[config.mk]
export PLATFORM = sky130hd
export DESIGN_NAME = mem_access_sequencer
export DESIGN_NICKNAME = d
export VERILOG_FILES = /design/src/rtl/mem_access_sequencer.sv
export SDC_FILE = /design/constraint.sdc
export NUM_CORES = 1
export LEC_CHECK = 0
export CAP_MARGIN = 20
export CORE_UTILIZATION = 53
export DETAILED_ROUTE_END_ITERATION = 7
export PLACE_DENSITY_LB_ADDON = 0.15
export SETUP_SLACK_MARGIN = 0.4
export SLEW_MARGIN = 15
export SYNTH_ARGS = -nofsm -noshare
export SYNTH_HDL_FRONTEND = slang
export SYNTH_SLANG_ARGS = --single-unit
export TNS_END_PERCENT = 50
[constraint.sdc]
create_clock -name clk -period 4.1 [get_ports clk]
set_input_delay 0.615 -clock clk [delete_from_list [all_inputs] [get_ports clk]]
set_output_delay 0.615 -clock clk [all_outputs]
set_load 0.01 [all_outputs]
[src/rtl/mem_access_sequencer.sv]
// mem_access_sequencer
// Multi-cycle data-memory access controller between the MEM stage and a
// byte-wide data-memory bus. Runs 1, 2 or 4 big-endian byte beats over a
// req/ack handshake, assembles and sign-extends load data, and holds busy
// high until the access completes.
//
// Optional feature macro: BUS_TIMEOUT_EN
//   defined   : each beat aborts with bus_err after TIMEOUT_CYCLES ack-less cycles
//   undefined : beats wait for ack indefinitely and bus_err is tied low
module mem_access_sequencer #(
    parameter int TIMEOUT_CYCLES = 255
) (
    input  logic        clk,
    input  logic        rst_n,
    input  logic        start,
    input  logic [2:0]  mem_read,
    input  logic [1:0]  mem_write,
    input  logic [31:0] addr,
    input  logic [31:0] wdata,
    output logic        busy,
    output logic        done,
    output logic [31:0] rdata,
    output logic        align_err,
    output logic        bus_err,
    output logic        bus_req,
    output logic        bus_we,
    output logic [31:0] bus_addr,
    output logic [7:0]  bus_wdata,
    input  logic        bus_ack,
    input  logic [7:0]  bus_rdata
);

    // Size encoding shared by loads and stores: 0 none, 1 byte, 2 half, 3 word.
    localparam logic [1:0] SZ_NONE = 2'd0;
    localparam logic [1:0] SZ_BYTE = 2'd1;
    localparam logic [1:0] SZ_HALF = 2'd2;
    localparam logic [1:0] SZ_WORD = 2'd3;

    typedef enum logic [1:0] {
        IDLE = 2'd0,
        XFER = 2'd1,
        DONE = 2'd2
    } state_t;

    // The wait counter is 8 bits wide, so the limit must fit in it.
    if (TIMEOUT_CYCLES < 1 || TIMEOUT_CYCLES > 255) begin : g_bad_timeout
        $error("TIMEOUT_CYCLES must be in 1..255");
    end

    state_t      state;
    logic [31:0] base_addr;
    logic [31:0] store_data;
    logic [1:0]  size;
    logic        is_store;
    logic [1:0]  beat_idx;
    logic [31:0] assembly;
`ifdef BUS_TIMEOUT_EN
    logic [7:0]  wait_cnt;
`endif

    // Number of beats for a size code.
    function automatic logic [2:0] beat_count(input logic [1:0] sz);
        case (sz)
            SZ_BYTE: beat_count = 3'd1;
            SZ_HALF: beat_count = 3'd2;
            SZ_WORD: beat_count = 3'd4;
            default: beat_count = 3'd0;
        endcase
    endfunction

    // Byte lane of beat k within the access: beat 0 is the most significant
    // byte of the access, so the lane counts down from n-1.
    function automatic logic [1:0] lane_of(input logic [1:0] sz, input logic [1:0] k);
        logic [2:0] n;
        n       = beat_count(sz);
        lane_of = 2'(n - 3'd1 - {1'b0, k});
    endfunction

    // Store byte sent on beat k.
    function automatic logic [7:0] store_byte(input logic [31:0] data,
                                              input logic [1:0]  sz,
                                              input logic [1:0]  k);
        logic [1:0] lane;
        lane       = lane_of(sz, k);
        store_byte = data[8*lane +: 8];
    endfunction

    // Assembly register with the byte returned on beat k written into its lane.
    function automatic logic [31:0] insert_byte(input logic [31:0] asm_in,
                                                input logic [7:0]  b,
                                                input logic [1:0]  sz,
                                                input logic [1:0]  k);
        logic [1:0]  lane;
        logic [31:0] tmp;
        lane = lane_of(sz, k);
        tmp  = asm_in;
        tmp[8*lane +: 8] = b;
        insert_byte = tmp;
    endfunction

    // Final load value: words pass through, sub-words are sign-extended.
    function automatic logic [31:0] extend_load(input logic [31:0] asm_in,
                                                input logic [1:0]  sz);
        case (sz)
            SZ_HALF: extend_load = {{16{asm_in[15]}}, asm_in[15:0]};
            SZ_BYTE: extend_load = {{24{asm_in[7]}}, asm_in[7:0]};
            default: extend_load = asm_in;
        endcase
    endfunction

    // Request decode straight off the MEM-stage inputs.
    logic [1:0] load_size;
    logic [1:0] req_size;
    logic       req_store;
    logic       req_illegal;
    logic       req_misaligned;

    // Decode the load code, pick the size and classify the request.
    always_comb begin
        case (mem_read)
            3'b110:  load_size = SZ_WORD;
            3'b010:  load_size = SZ_HALF;
            3'b100:  load_size = SZ_BYTE;
            default: load_size = SZ_NONE;
        endcase
        req_store      = (mem_write != 2'b00);
        req_size       = req_store ? mem_write : load_size;
        req_illegal    = req_store && (load_size != SZ_NONE);
        req_misaligned = ((req_size == SZ_HALF) && addr[0]) ||
                         ((req_size == SZ_WORD) && (addr[1:0] != 2'b00));
    end

    // Beat bookkeeping for the access in flight.
    logic [1:0]  next_idx;
    logic        last_beat;
    logic [31:0] asm_next;

    // Next beat index, last-beat detect and assembly with the acked byte.
    always_comb begin
        next_idx  = beat_idx + 2'd1;
        last_beat = (({1'b0, beat_idx} + 3'd1) == beat_count(size));
        asm_next  = insert_byte(assembly, bus_rdata, size, beat_idx);
    end

    // Sequencer FSM with all outputs registered.
    always_ff @(posedge clk or negedge rst_n) begin
        if (!rst_n) begin
            state      <= IDLE;
            base_addr  <= 32'd0;
            store_data <= 32'd0;
            size       <= SZ_NONE;
            is_store   <= 1'b0;
            beat_idx   <= 2'd0;
            assembly   <= 32'd0;
            busy       <= 1'b0;
            done       <= 1'b0;
            rdata      <= 32'd0;
            align_err  <= 1'b0;
            bus_req    <= 1'b0;
            bus_we     <= 1'b0;
            bus_addr   <= 32'd0;
            bus_wdata  <= 8'd0;
`ifdef BUS_TIMEOUT_EN
            bus_err    <= 1'b0;
            wait_cnt   <= 8'd0;
`endif
        end else begin
            done      <= 1'b0;
            align_err <= 1'b0;
`ifdef BUS_TIMEOUT_EN
            bus_err   <= 1'b0;
`endif
            case (state)
                IDLE: begin
                    if (start) begin
                        base_addr  <= addr;
                        store_data <= wdata;
                        size       <= req_size;
                        is_store   <= req_store;
                        beat_idx   <= 2'd0;
                        assembly   <= 32'd0;
                        busy       <= 1'b1;
`ifdef BUS_TIMEOUT_EN
                        wait_cnt   <= 8'd0;
`endif
                        if (req_illegal || req_misaligned) begin
                            state     <= DONE;
                            done      <= 1'b1;
                            align_err <= 1'b1;
                        end else if (req_size == SZ_NONE) begin
                            state <= DONE;
                            done  <= 1'b1;
                        end else begin
                            state     <= XFER;
                            bus_req   <= 1'b1;
                            bus_we    <= req_store;
                            bus_addr  <= addr;
                            bus_wdata <= store_byte(wdata, req_size, 2'd0);
                        end
                    end
                end

                XFER: begin
                    if (bus_ack) begin
                        assembly <= asm_next;
`ifdef BUS_TIMEOUT_EN
                        wait_cnt <= 8'd0;
`endif
                        if (last_beat) begin
                            state     <= DONE;
                            done      <= 1'b1;
                            bus_req   <= 1'b0;
                            bus_we    <= 1'b0;
                            bus_addr  <= 32'd0;
                            bus_wdata <= 8'd0;
                            if (!is_store) begin
                                rdata <= extend_load(asm_next, size);
                            end
                        end else begin
                            beat_idx  <= next_idx;
                            bus_addr  <= base_addr + 32'(next_idx);
                            bus_wdata <= store_byte(store_data, size, next_idx);
                        end
`ifdef BUS_TIMEOUT_EN
                    end else if (wait_cnt == 8'(TIMEOUT_CYCLES)) begin
                        // Abort: the access finishes without touching rdata.
                        state     <= DONE;
                        done      <= 1'b1;
                        bus_err   <= 1'b1;
                        bus_req   <= 1'b0;
                        bus_we    <= 1'b0;
                        bus_addr  <= 32'd0;
                        bus_wdata <= 8'd0;
                    end else begin
                        wait_cnt <= wait_cnt + 8'd1;
`endif
                    end
                end

                DONE: begin
                    state <= IDLE;
                    busy  <= 1'b0;
                end

                default: begin
                    state   <= IDLE;
                    busy    <= 1'b0;
                    bus_req <= 1'b0;
                    bus_we  <= 1'b0;
                end
            endcase
        end
    end

`ifndef BUS_TIMEOUT_EN
    assign bus_err = 1'b0;
`endif

endmodule
==> run summary, run 1 <==
===========================================================================================
Result of the run                                                              complete, no violations
Number of buffers inserted for hold repair after clock tree synthesis                     0
Overall routed net length                                                          23000 µm
Total of buffers placed on input and output ports                                       157
Termination of the worst setup path                                            rdata[19]$_DFFE_PN0P_
Chip Height                                                                          132 µm
Placeable core area                                                               16600 µm²
GR Overflow Total                                                                         0
Num CTS Buffers                                                                          17
Buffer depth of the longest clock path                                                    2
Setup slack after placement                                                          587 ps
Main area contributors after synthesis                                         sky130_fd_sc_hd__dfrtp_1 50%, sky130_fd_sc_hd__nand2_1 11%, sky130_fd_sc_hd__nor2_1 3.1%, sky130_fd_sc_hd__mux2i_1 2.5%, sky130_fd_sc_hd__ha_1 2.4%
Largest voltage drop on the vdd net                                                0.448 mV
Worst endpoint required time                                                        4440 ps
Final-layout fill cell count                                                           1318
Total negative slack for setup checks                                                  0 ps
Commonest non-fill, non-tap cells in the layout                                266 x sky130_fd_sc_hd__nand2_1, 180 x sky130_fd_sc_hd__dfrtp_1, 156 x sky130_fd_sc_hd__clkdlybuf4s50_1
CTS resizes                                                                               0
Antenna violations before repair                                                          0
Async set-reset flop share out of synthesis                                            100%
Wire length of the first global-routing pass                                       37500 µm
Overall die width                                                                    132 µm
Number of design-rule violations left by the first detailed-router iteration            541
Setup crit start                                                               size[1]$_DFFE_PN0P_
CTS tree                                                                               done
Setup slack, reg-to-reg                                                              710 ps
Start of the worst register-to-register path                                   size[1]$_DFFE_PN0P_
Type of the worst min-delay path                                               primary input to async pin
Clock sink count                                                                        180
Minimum setup slack in the final design                                              715 ps
Worst R2R Path Depth                                                                     12
Final antenna-violating net count                                                         0
Post-synthesis average cell area                                                   9.33 µm²
Gate count of the mapped netlist                                                        962
Arrival time at the worst endpoint                                                  3730 ps
Final setup violating endpoints                                                           0
Number of global-route vias before repair                                              7375
Share of Yosys cell area claimed by the top area cell type                            50.2%
Hold Vio Cnt, Final                                                                       0
Ant. Diodes                                                                               0
Maximum clock rate                                                                0.295 GHz
Setup bufs post-CTS                                                                       0
All-Layer GR Usage                                                                    27.3%
Worst max-slew margin expressed relative to the limit                                 46.1%
Final clock skew                                                                    7.23 ps
Net count after synthesis                                                              1061
Period Utilization, post-route                                                        82.6%
P per Cell Area                                                                  823 nW/µm²
Number of cells in the design after placement                                          1299
Shortest clock period the worst path allows after layout                            3390 ps
Clock insertion delay at the later pin of the skew report                            430 ps
Max Cap Violations                                                                        0
Via/cell ratio                                                                         5.71
Wire per inst                                                                       17.3 µm
Seq/Total Area, Yosys                                                                 50.2%
Max Slew Vio Count                                                                        0
Total Nets Final                                                                       1197
Number of synthesized flops with an enable pin                                            0
HPWL after detailed placement                                                      15600 µm
Slew @ Worst Pin                                                                     801 ps
Cell accounting for the most synthesized area                                  sky130_fd_sc_hd__dfrtp_1
Layout cell share with drive strength beyond 1                                        6.93%
Flip-flop cell with the highest count after synthesis                          sky130_fd_sc_hd__dfrtp_1
Number of different library cells in the post-synthesis netlist                          61
Pin count of the biggest net entering global routing                                     86
Number of placed I/O pins                                                               159
Final instance area                                                               11400 µm²
Flip-flop and latch count after synthesis                                               180
Global placement routability congestion                                               0.825
Reg2reg end                                                                    rdata[19]$_DFFE_PN0P_
Floorplan die area                                                                17500 µm²
Ys Warns                                                                                  0
Effective utilization at floorplan                                                    54.1%
Critical path start-end classification                                         flip-flop to flip-flop
Largest fanout on the critical path                                                      15
Signed area change from the synthesized netlist to the final layout                   27.1%
Most common cell after layout, fill and taps aside                             sky130_fd_sc_hd__nand2_1
FF+latch area                                                                      4500 µm²
Standard-cell rows                                                                       47
Root buf cell                                                                  sky130_fd_sc_hd__clkbuf_16
Detailed Routing Iterations Pass 1                                                        7
Post-layout util                                                                      68.8%
Multi-input logic area                                                             4180 µm²
Startpoint types                                                                  flip-flop
Unrepaired setup endpoints after global routing                                       false
Total placed instance area                                                        10700 µm²
Clock-pin transition on the worst setup and hold timing paths                         60 ps
Maximum level of the CTS H-tree                                                           4
Leakage power summed over all cells                                                 5.08 nW
Kind of end point of the critical path                                            flip-flop
Number of remaining DRC errors                                                            0
Post-synthesis instance area                                                       8980 µm²
Overall via count from detail_route                                                    7602
Post-route non-filler standard cell count                                              1331
===========================================================================================
[critical path, cell delays in order, from the launching register on]
cell	delay [ps]
sky130_fd_sc_hd__dfrtp_1	410
sky130_fd_sc_hd__inv_1	80
sky130_fd_sc_hd__ha_1	230
sky130_fd_sc_hd__ha_1	190
sky130_fd_sc_hd__xnor3_1	430
sky130_fd_sc_hd__inv_1	80
sky130_fd_sc_hd__ha_1	440
sky130_fd_sc_hd__nor4bb_1	340
sky130_fd_sc_hd__buf_4	210
sky130_fd_sc_hd__a21oi_1	100
sky130_fd_sc_hd__nand2b_1	200
sky130_fd_sc_hd__a211o_4	460
sky130_fd_sc_hd__o211ai_1	120
[Yosys cell counts (3+ instances only)]
cell type and n:
sky130_fd_sc_hd__nand2_1 266, sky130_fd_sc_hd__dfrtp_1 180, sky130_fd_sc_hd__nor2_1 73, sky130_fd_sc_hd__clkbuf_1 46, sky130_fd_sc_hd__o21ai_0 38, sky130_fd_sc_hd__a31oi_1 27, sky130_fd_sc_hd__a21oi_1 24, sky130_fd_sc_hd__mux2i_1 22
sky130_fd_sc_hd__nand3_1 21, sky130_fd_sc_hd__a22o_1 18, sky130_fd_sc_hd__ha_1 17, sky130_fd_sc_hd__xnor2_1 17, sky130_fd_sc_hd__inv_1 16, sky130_fd_sc_hd__a221oi_1 12, sky130_fd_sc_hd__nor3_1 12, sky130_fd_sc_hd__nor4_1 11
sky130_fd_sc_hd__or3_1 11, sky130_fd_sc_hd__nor2b_1 10, sky130_fd_sc_hd__o211ai_1 10, sky130_fd_sc_hd__o211ai_2 10, sky130_fd_sc_hd__xor2_1 10, sky130_fd_sc_hd__o22a_1 9, sky130_fd_sc_hd__a2bb2oi_1 8, sky130_fd_sc_hd__a32oi_1 8
sky130_fd_sc_hd__buf_2 8, sky130_fd_sc_hd__mux4_2 8, sky130_fd_sc_hd__nand4_1 8, sky130_fd_sc_hd__and2_1 6, sky130_fd_sc_hd__and3_1 5, sky130_fd_sc_hd__nor3b_1 5, sky130_fd_sc_hd__o31a_1 4, sky130_fd_sc_hd__buf_1 3
sky130_fd_sc_hd__nand2b_1 3, sky130_fd_sc_hd__o21ai_1 3
[registers in the layout (all words and copies together) (netlist names)]
register,count
store_data,32
beat_idx,2
assembly,32
bus_we,1
bus_addr,32
state,2
bus_wdata,8
bus_req,1
size,2
base_addr,32
rdata,32
done,1
align_err,1
busy,1
is_store,1
[cell type report]
cell class | count | area share, %
Sequential cell | 180 | 39.5
Clock buffer | 24 | 4.31
Tap cell | 220 | 2.41
Inverter | 17 | 0.559
Clock inverter | 8 | 1.49
Multi-Input combinational cell | 706 | 36.6
Timing Repair Buffer | 176 | 15.1
[report_power, final]
group	internal [W]	switching [W]	leakage (nW)
clock	0.00115	0.000672	0.317
sequential	0.00253	0.000626	2.27
combinational	0.00194	0.00247	2.50
total	0.00562	0.00376	5.08
[metrics by stage]
step	power [W]	hold WS, ps
after global routing	0.0100	283
after CTS	0.00941	267
after detailed placement	0.00756	463
final	0.00939	227
after global placement	0.00745	455
after floorplan	0.00589	319
[metal layers]
| layer | up-vias | track usage [%] | routed length, µm |
|---|---|---|---|
| met5 | - | 0 | 0 |
| met4 | 0 | 11.2 | 649 |
| met3 | 51 | 5.42 | 1280 |
| met2 | 267 | 44.1 | 11100 |
| met1 | 3663 | 36.1 | 9910 |
| li1 | 3621 | - | - |
[kinds of logic after synthesis]
| logic type | after synthesis | share of synthesized area, % |
|---|---|---|
| buffers and inverters | 76 | 3.41 |
| adder cells (fa/ha/maj) | 18 | 2.59 |
| AO/OA/AOI/OAI | 186 | 14.9 |
| multiplexers | 30 | 4.46 |
| flip-flops | 180 | 50.2 |
| other | 1 | 0.0418 |
| AND/OR/NAND/NOR | 442 | 21.3 |
| XOR/XNOR | 29 | 3.07 |
[worst min path at each step]
stage | cells after the start | from | slack, ps | endpoint
after global routing | 1 | rst_n | 280 | rdata[3]$_DFFE_PN0P_
after global placement | 2 | assembly[15]$_DFFE_PN0P_ | 460 | assembly[15]$_DFFE_PN0P_
after detailed placement | 2 | assembly[8]$_DFFE_PN0P_ | 460 | assembly[8]$_DFFE_PN0P_
after floorplan | 0 | rst_n | 320 | align_err$_DFF_PN0_
final | 1 | rst_n | 230 | rdata[3]$_DFFE_PN0P_
after CTS | 1 | rst_n | 270 | rdata[3]$_DFFE_PN0P_
Power figures use the tool's default switching activity.
==> run 2: changes to the inputs <==
Clock period 4.1 ns to 3.5 ns, I/O delays scaled along.
==> run 2 against run 1 <==
Effect of this change:
- critical path depth down 1
- utilization up 0.51 points
- setup slack worse by 220 ps
- wire length up 0.30%
- hold slack better by 250 ps
- sequential cell count unchanged
- via count up 1.2%
- sequential power up 16%
- critical path type is now primary input to flip-flop
- register-to-register slack worse by 100 ps
- total power up 17%
- global-route usage up 0.35 points
- clock skew up 2.3 ps
==> run summary, run 2 (synthesized netlist as in run 1, its figures left out) <==
===========================================================================================
Result of the run                                                              complete, no violations
Setup slack, reg-to-reg                                                              610 ps   -100 ps
Met1 track demand over resource                                                       37.0%   +0.89 points
Largest voltage drop on the vdd net                                                0.513 mV   +14%
Slew @ Worst Pin                                                                    1080 ps   +284 ps
Global placement routability congestion                                               0.839   +1.7%
Total Nets Final                                                                       1207   +0.84%
Number of remaining DRC errors                                                            0   unchanged
Stages on worst setup path                                                               11   -1
Global routing usage on met3                                                          4.54%   -0.88 points
Clock insertion delay at the later pin of the skew report                            430 ps   about the same
Period Utilization, post-route                                                        85.7%
GR Overflow Total                                                                         0   unchanged
Wire length of the first global-routing pass                                       38100 µm   +1.8%
Leakage power summed over all cells                                                 5.12 nW   +0.75%
Start of the worst register-to-register path                                   size[1]$_DFFE_PN0P_
Number of design-rule violations left by the first detailed-router iteration            494   -8.7%
Root buf cell                                                                  sky130_fd_sc_hd__clkbuf_16
Min Hold Slack                                                                       476 ps   +249 ps
Number of placed I/O pins                                                               159   unchanged
Via/cell ratio                                                                         5.74   +0.47%
Arrival time at the worst endpoint                                                  3350 ps   -380 ps
Ant. Diodes                                                                               0   unchanged
Worst endpoint required time                                                        3850 ps   -590 ps
Detailed Routing Iterations Pass 1                                                        5   -2
All-Layer GR Usage                                                                    27.6%   +0.35 points
Startpoint types                                                               primary input
Worst R2R Path Depth                                                                     10   -2
Hold Vio Cnt, Final                                                                       0   unchanged
Max Cap Violations                                                                        0   unchanged
Number of global-route vias before repair                                              7520   +2.0%
Type of the worst min-delay path                                               flip-flop to flip-flop
Overall via count from detail_route                                                    7695   +1.2%
Effective utilization at floorplan                                                    54.1%   unchanged
Largest fanout on the critical path                                                      13   -2
Cells along the critical path                                                  clkdlybuf4s50_1, inv_1, a31oi_1, ha_1, or2_2, a221oi_1, buf_4, o31ai_2, buf_4, a21oi_1, a21oi_1
Chip Height                                                                          132 µm   unchanged
Maximum clock rate                                                                0.333 GHz
Met2 GRT Util                                                                         45.0%   +0.91 points
Total of buffers placed on input and output ports                                       157   unchanged
Final antenna-violating net count                                                         0   unchanged
Shortest clock period the worst path allows after layout                            3000 ps
Commonest non-fill, non-tap cells in the layout                                266 x sky130_fd_sc_hd__nand2_1, 180 x sky130_fd_sc_hd__dfrtp_1, 156 x sky130_fd_sc_hd__clkdlybuf4s50_1
Overall routed net length                                                          23000 µm   +0.30%
Signed area change from the synthesized netlist to the final layout                   28.0%
Cell family with the largest share of critical-path delay                      compound AO/OA/AOI/OAI gates
HPWL after detailed placement                                                      15600 µm   +0.43%
Highest-utilization routing layer at the global route stage                            met2
P per Cell Area                                                                  958 nW/µm²   +16%
Pin count of the biggest net entering global routing                                     77   -10%
Kind of end point of the critical path                                            flip-flop
Most common cell after layout, fill and taps aside                             sky130_fd_sc_hd__nand2_1
Final instance area                                                               11500 µm²   +0.74%
Setup crit start                                                               mem_write[1]
Final setup violating endpoints                                                           0   unchanged
Post-route non-filler standard cell count                                              1341   +0.75%
Layout cell share with drive strength beyond 1                                        8.21%   +1.3 points
Num CTS Buffers                                                                          17   unchanged
Termination of the worst setup path                                            bus_addr[26]$_DFFE_PN0P_
Reg2reg end                                                                    rdata[19]$_DFFE_PN0P_
Total placed instance area                                                        10900 µm²   +1.0%
Clock-pin transition on the worst setup and hold timing paths                         70 ps   about the same
Worst-path cell with the longest stage delay                                   sky130_fd_sc_hd__o31ai_2
Buffer depth of the longest clock path                                                    2   unchanged
Clock sink count                                                                        180   unchanged
Worst max-slew margin expressed relative to the limit                                 27.3%   -19 points
Max Slew Vio Count                                                                        0   unchanged
Floorplan die area                                                                17500 µm²   unchanged
Unrepaired setup endpoints after global routing                                       false
Delay contributed by the slowest stage of the critical path                          860 ps   +400 ps
Placeable core area                                                               16600 µm²   unchanged
Wire per inst                                                                       17.2 µm   -0.45%
Standard-cell rows                                                                       47   unchanged
Bufs and invs on worst path                                                               4   +1
Setup bufs post-CTS                                                                       0   unchanged
Critical path start-end classification                                         primary input to flip-flop
Antenna violations before repair                                                          0   unchanged
Number of cells in the design after placement                                          1308   +0.69%
Overall die width                                                                    132 µm   unchanged
Total negative slack for setup checks                                                  0 ps   unchanged
Final clock skew                                                                    9.53 ps   +2.30 ps
CTS tree                                                                               done
Maximum level of the CTS H-tree                                                           4   unchanged
===========================================================================================
run 2: repair_timing:
action                                  in CTS  in global routing
gates resized for setup                      0                  2
hold buffers                                 1                  0
endpoints found under the setup margin       0                 15
hold endpoints to repair                     9                  0
run 2: area by class of cell:
cell class | count | area, µm²
clock buffers | 18 | 439
clock inverters | 14 | 176
fillers | 1342 | 5090
inverters | 17 | 63.8
multi-input cells | 706 | 4190
flip-flops and latches | 180 | 4500
well taps | 220 | 275
repair buffers | 186 | 1840
run 2: power by group:
part           total, W  switching, W  leakage (nW)  internal, W
clock network   0.00200      0.000847         0.298      0.00115
registers       0.00366      0.000696          2.27      0.00296
logic           0.00536       0.00294          2.55      0.00242
run 2: worst min-delay path by stage:
stage / startpoint / to / slack (ps) / depth (start not counted)
2_1_floorplan: rst_n / align_err$_DFF_PN0_ / 230 / 0
3_3_place_gp: rst_n / rdata[0]$_DFFE_PN0P_ / 460 / 1
3_5_place_dp: rst_n / rdata[0]$_DFFE_PN0P_ / 460 / 1
4_1_cts: store_data[27]$_DFFE_PN0P_ / store_data[27]$_DFFE_PN0P_ / 480 / 2
5_1_grt: store_data[24]$_DFFE_PN0P_ / store_data[24]$_DFFE_PN0P_ / 500 / 2
6_report: store_data[19]$_DFFE_PN0P_ / store_data[19]$_DFFE_PN0P_ / 480 / 2
run 2: metrics by stage:
stage                     worst slack [ps]  power, W  util [%]
after floorplan                        481   0.00693         -
after global placement                 236   0.00887      65.5
after detailed placement              98.2   0.00902      65.5
after CTS                              475    0.0110      69.3
after global routing                   402    0.0118      69.3
final                                  499    0.0110      69.3
run 2: per-layer routing:
layer,vias to the layer above,part of all wire [%]
li1,3644,-
met1,3765,44
met2,250,49
met3,36,4.8
met4,0,2.7
met5,-,0
run 2: worst min-delay path: cells and delay by family (launching register included):
family | cells | cell delay, ps
flip-flops | 1 | 340
AND/OR/NAND/NOR | 2 | 100
==> run 3: changes to the inputs <==
Settings changed: SKIP_CTS_REPAIR_TIMING set to 1.
==> run 3 against run 2 <==
Effect of this change:
- highest routed layer unchanged
- critical path depth is the same
- critical path type unchanged
- wire length rose by 0.32%
- register-to-register slack hardly changed
- combinational power is essentially flat
- cell area barely moved
- sequential share of layout area barely moved
- the flow now finishes with violations (hold timing)
==> run summary, run 3 (synthesized netlist as in run 1, its figures left out) <==
===========================================================================================
Result of the run                                                              complete, but fails checks
Violations in the final reports                                                 hold timing
Net switching power                                                               0.00449 W   +0.17%
Period Utilization, post-route                                                        86.2%   +0.48 points
Leakage power summed over all cells                                                 5.11 nW   about the same
Floorplan die area                                                                17500 µm²   unchanged
Ant. Diodes                                                                               0   unchanged
Pin count of the biggest net entering global routing                                     77   unchanged
Delay contributed by the slowest stage of the critical path                          860 ps   about the same
Stages on worst setup path                                                               11   unchanged
Wire per inst                                                                       17.3 µm   +0.40%
Number of global-route vias before repair                                              7520   unchanged
Multi-input logic area                                                             4190 µm²   unchanged
Total Nets Final                                                                       1206   -0.083%
Root buf cell                                                                  sky130_fd_sc_hd__clkbuf_16
Overall die width                                                                    132 µm   unchanged
Critical path start-end classification                                         primary input to flip-flop
Final antenna-violating net count                                                         0   unchanged
Final-layout fill cell count                                                           1343   +0.075%
Bufs and invs on worst path                                                               4   unchanged
Overall via count from detail_route                                                    7697   +0.026%
Cell family with the largest share of critical-path delay                      compound AO/OA/AOI/OAI gates
Number of design-rule violations left by the first detailed-router iteration            504   +2.0%
Clock insertion delay at the later pin of the skew report                            430 ps   about the same
FF+latch area                                                                      4500 µm²   unchanged
Slew @ Worst Pin                                                                    1090 ps   +6.42 ps
HPWL after detailed placement                                                      15600 µm   unchanged
Overall routed net length                                                          23100 µm   +0.32%
Power share of the clock group                                                        18.1%   about the same
Worst max-slew margin expressed relative to the limit                                 26.8%   -0.43 points
All-Layer GR Usage                                                                    27.6%   unchanged
Arrival time at the worst endpoint                                                  3370 ps   +20 ps
CTS tree                                                                               done
Clock sink count                                                                        180   unchanged
Startpoint types                                                               primary input
Final setup violating endpoints                                                           0   unchanged
Number of remaining DRC errors                                                            0   unchanged
Max Cap Violations                                                                        0   unchanged
Max Slew Vio Count                                                                        0   unchanged
Setup crit start                                                               mem_write[1]
Start of the worst register-to-register path                                   size[1]$_DFFE_PN0P_
Antenna violations before repair                                                          0   unchanged
Total negative slack for setup checks                                                  0 ps   unchanged
Most common cell after layout, fill and taps aside                             sky130_fd_sc_hd__nand2_1
Number of placed I/O pins                                                               159   unchanged
P per Cell Area                                                                  960 nW/µm²   +0.15%
Maximum level of the CTS H-tree                                                           4   unchanged
Termination of the worst setup path                                            bus_addr[26]$_DFFE_PN0P_
Min Hold Slack                                                                     -2.97 ps   -479 ps
Worst endpoint required time                                                        3850 ps   about the same
Worst R2R Path Depth                                                                     10   unchanged
Placeable core area                                                               16600 µm²   unchanged
Type of the worst min-delay path                                               primary input to async pin
Combinational cell fraction of total power                                            48.7%   about the same
Unrepaired setup endpoints after global routing                                       false
Effective utilization at floorplan                                                    54.1%   unchanged
Final clock skew                                                                    8.41 ps   -1.12 ps
Buffer depth of the longest clock path                                                    2   unchanged
Reg2reg end                                                                    rdata[19]$_DFFE_PN0P_
Internal cell power                                                               0.00653 W   about the same
Part of the total power dissipated in sequential elements                             33.2%   about the same
Layout cell share with drive strength beyond 1                                        8.21%   about the same
Commonest non-fill, non-tap cells in the layout                                266 x sky130_fd_sc_hd__nand2_1, 180 x sky130_fd_sc_hd__dfrtp_1, 156 x sky130_fd_sc_hd__clkdlybuf4s50_1
Global placement routability congestion                                               0.839   unchanged
Cells along the critical path                                                  clkdlybuf4s50_1, inv_1, a31oi_1, ha_1, or2_2, a221oi_1, buf_4, o31ai_2, buf_4, a21oi_1, a21oi_1
Total of buffers placed on input and output ports                                       157   unchanged
Worst-path cell with the longest stage delay                                   sky130_fd_sc_hd__o31ai_2
Num CTS Buffers                                                                          17   unchanged
Shortest clock period the worst path allows after layout                            3020 ps   +16.9 ps
Clock-pin transition on the worst setup and hold timing paths                         70 ps   about the same
GR Overflow Total                                                                         0   unchanged
Wire length of the first global-routing pass                                       38100 µm   unchanged
Setup slack, reg-to-reg                                                              610 ps   about the same
Via/cell ratio                                                                         5.74   +0.10%
Switching Fraction                                                                    40.7%   +0.043 points
Kind of end point of the critical path                                            flip-flop
Largest voltage drop on the vdd net                                                0.513 mV   about the same
Chip Height                                                                          132 µm   unchanged
Largest fanout on the critical path                                                      13   unchanged
Hold Vio Cnt, Final                                                                       3   +3
Signed area change from the synthesized netlist to the final layout                   27.9%   about the same
Detailed Routing Iterations Pass 1                                                        5   unchanged
Maximum clock rate                                                                0.331 GHz   -0.56%
Standard-cell rows                                                                       47   unchanged
===========================================================================================
-- run 3: cell types whose count changed in the layout (fill, tap and decap cells not counted), sizes merged --
cell,delta
dlygate4sd3,-1
-- run 3: stage by stage --
step                cells  utilization, %  cell area [µm²]  power (W)  setup WS [ps]
floorplan             962               -             8990    0.00693            481
global placement     1308            65.5            10900    0.00887            236
detailed placement   1308            65.5            10900    0.00902           98.2
CTS                  1340            69.2            11500     0.0110            475
global route         1340            69.3            11500     0.0118            402
finish               1340            69.3            11500     0.0110            482
-- run 3: per-layer routing --
| metal | GRT usage, % | wire [µm] |
|---|---|---|
| met1 | 37.0 | 10100 |
| met4 | 11.0 | 574 |
| met5 | 0 | 0 |
| met3 | 4.54 | 1150 |
| met2 | 45.0 | 11300 |
-- run 3: layout make-up --
cell class,instances,area share [%]
Timing Repair Buffer,185,16.0
Clock buffer,18,3.82
Clock inverter,14,1.54
Tap cell,220,2.40
Sequential cell,180,39.2
Multi-Input combinational cell,706,36.5
Inverter,17,0.556
-- run 3: worst min-delay path by stage --
stage	slack, ps	cells after the start	startpoint	end
after detailed placement	460	1	rst_n	rdata[0]$_DFFE_PN0P_
after floorplan	230	0	rst_n	align_err$_DFF_PN0_
final	-3	1	rst_n	rdata[0]$_DFFE_PN0P_
after global placement	460	1	rst_n	rdata[0]$_DFFE_PN0P_
after CTS	-4	1	rst_n	rdata[0]$_DFFE_PN0P_
after global routing	10	1	rst_n	rdata[0]$_DFFE_PN0P_
-- run 3: power groups by stage --
stage	clock network, W	logic, W	registers, W
2_1_floorplan	0	0.00325	0.00368
3_3_place_gp	0	0.00521	0.00366
3_5_place_dp	0	0.00534	0.00368
4_1_cts	0.00201	0.00537	0.00366
5_1_grt	0.00210	0.00589	0.00378
6_report	0.00200	0.00536	0.00366
==> variant, RTL diff (flow settings as in run 3) <==
Add a define of `BUS_TIMEOUT_EN`.
--- a/src/rtl/mem_access_sequencer.sv
+++ b/src/rtl/mem_access_sequencer.sv
@@ -9,2 +9,4 @@
 //   undefined : beats wait for ack indefinitely and bus_err is tied low
+`define BUS_TIMEOUT_EN
+
 module mem_access_sequencer #(
Formal check against the unedited RTL: same outputs for any inputs over 4 cycles, from zero or initial values and one cycle with rst_n low; that may be too few to reach the edited logic, so the function may still have changed.
==> variant against run 3 <==
Synthesized area is 5.1% higher. Sequential cell count increased by 9. Core utilization fell by 0.72 points. Critical endpoint is now rdata[21]$_DFFE_PN0P_. Wire length rose by 7.0%. Power shrank 2.5%. Worst setup slack better by 0.065 ns. Largest cell class unchanged. Clock power shrank 6%. Combinational power fell by 4.7%. Design area up 3.6%.
==> variant: results (changes against run 3) <==
----------------------------------------------------
[Status]
  Status ... finished, final reports clean (was complete, but fails checks)

[Critical path]
  Critical path fanouts, max ... 18 (was 13)
  Capturing element of the worst setup path ... rdata[21]$_DFFE_PN0P_ (was bus_addr[26]$_DFFE_PN0P_)
  Critical Path AT ... 3.26 ns (was 3.37 ns)
  Kind of critical path ... reg -> reg (was in -> reg)
  Slowest stage cell on the critical path ... sky130_fd_sc_hd__xnor3_2 (was sky130_fd_sc_hd__o31ai_2)
  Critical register-to-register path startpoint ... size[0]$_DFFE_PN0P_ (was size[1]$_DFFE_PN0P_)
  CP peak stage delay ... 0.51 ns (was 0.86 ns)
  Number of cells on the worst reg-to-reg path ... 8 (was 10)

[Cells and area]
  Number of signal-net inverters in the final layout ... 16 (was 17)
  Fraction of area in non-clock buffers ... 15.0% (was 16.0%)
  Nonclk buf count ... 180 (was 185)
  Number of flip-flops and latches ... 189 (was 180)
  Filler instances ... 1,368 (was 1,343)
  Clock Buffer Count ... 22 (was 18)
  Number of multi-input combinational cells in the layout ... 750 (was 706)
  Layout net count ... 1,254 (was 1,206)

[Yosys]
  Unique masters post-synth ... 64 (was 61)
  Mux cell area share after synthesis ... 3.85% (was 4.46%)
  Synthesized Nets ... 1,117 (was 1,061)
  Adder-cell area share of the yosys netlist ... 2.60% (was 2.59%)
  Ranking of synthesized cells by area ... sky130_fd_sc_hd__dfrtp_1 50%, sky130_fd_sc_hd__nand2_1 11%, sky130_fd_sc_hd__nor2_1 3.5% (was sky130_fd_sc_hd__dfrtp_1 50%, sky130_fd_sc_hd__nand2_1 11%, sky130_fd_sc_hd__nor2_1 3.1%)
  Sequential element share of the synthesized area ... 50.1% (was 50.2%)
  Cell types with the highest counts after synthesis ... 277 x sky130_fd_sc_hd__nand2_1, 189 x sky130_fd_sc_hd__dfrtp_1, 88 x sky130_fd_sc_hd__nor2_1 (was 266 x sky130_fd_sc_hd__nand2_1, 180 x sky130_fd_sc_hd__dfrtp_1, 73 x sky130_fd_sc_hd__nor2_1)

[Placed design]
  Half-perimeter wire length after placement ... 16,300 microns (was 15,600 microns)
  GP Congestion ... 0.850 (was 0.839)
  Number of buffer cells added on primary ports ... 158 (was 157)

[Detailed routing]
  Number of vias in the routed layout ... 8,037 (was 7,697)
  DRT iter0 DRCs ... 695 (was 504)
  Final routed wirelength across all metal layers ... 24,700 microns (was 23,100 microns)

[Pwr]
  Reported leakage power ... 5.28 nW (was 5.11 nW)
  Maximum ir drop on the vdd rail ... 0.000692 V (was 0.000513 V)

[STA]
  Min Hold Slack ... 0.115 ns (was -0.00297 ns)

[Global route]
  Number of global-route vias before repair ... 7,927 (was 7,520)
  GR Util All Layers ... 28.4% (was 27.6%)
  Initial antenna violation count ... 1 (was 0)

----------------------------------------------------
-- variant: power by group --
| part | switching [mW] | internal (mW) |
|---|---|---|
| registers | 0.715 | 3.05 |
| logic | 2.86 | 2.24 |
| clock network | 0.827 | 1.05 |
| total | 4.41 | 6.34 |
-- variant: stage by stage --
stage	cell area (sq um)	worst slack (ns)	std cells	power, mW
6_report	11900	0.547	1391	10.7
5_1_grt	11900	0.390	1391	11.5
4_1_cts	11800	0.279	1389	10.6
3_5_place_dp	11300	0.315	1358	8.68
3_3_place_gp	11300	0.409	1358	8.56
2_1_floorplan	9440	0.477	1017	6.81
-- variant: per-layer routing --
layer | track usage, % | vias to the layer above | part of all wire (%)
met5 | 0 | - | 0
met4 | 11.6 | 0 | 2.3
met3 | 4.60 | 42 | 6.3
met2 | 46.6 | 310 | 49
met1 | 37.5 | 3908 | 42
li1 | - | 3777 | -
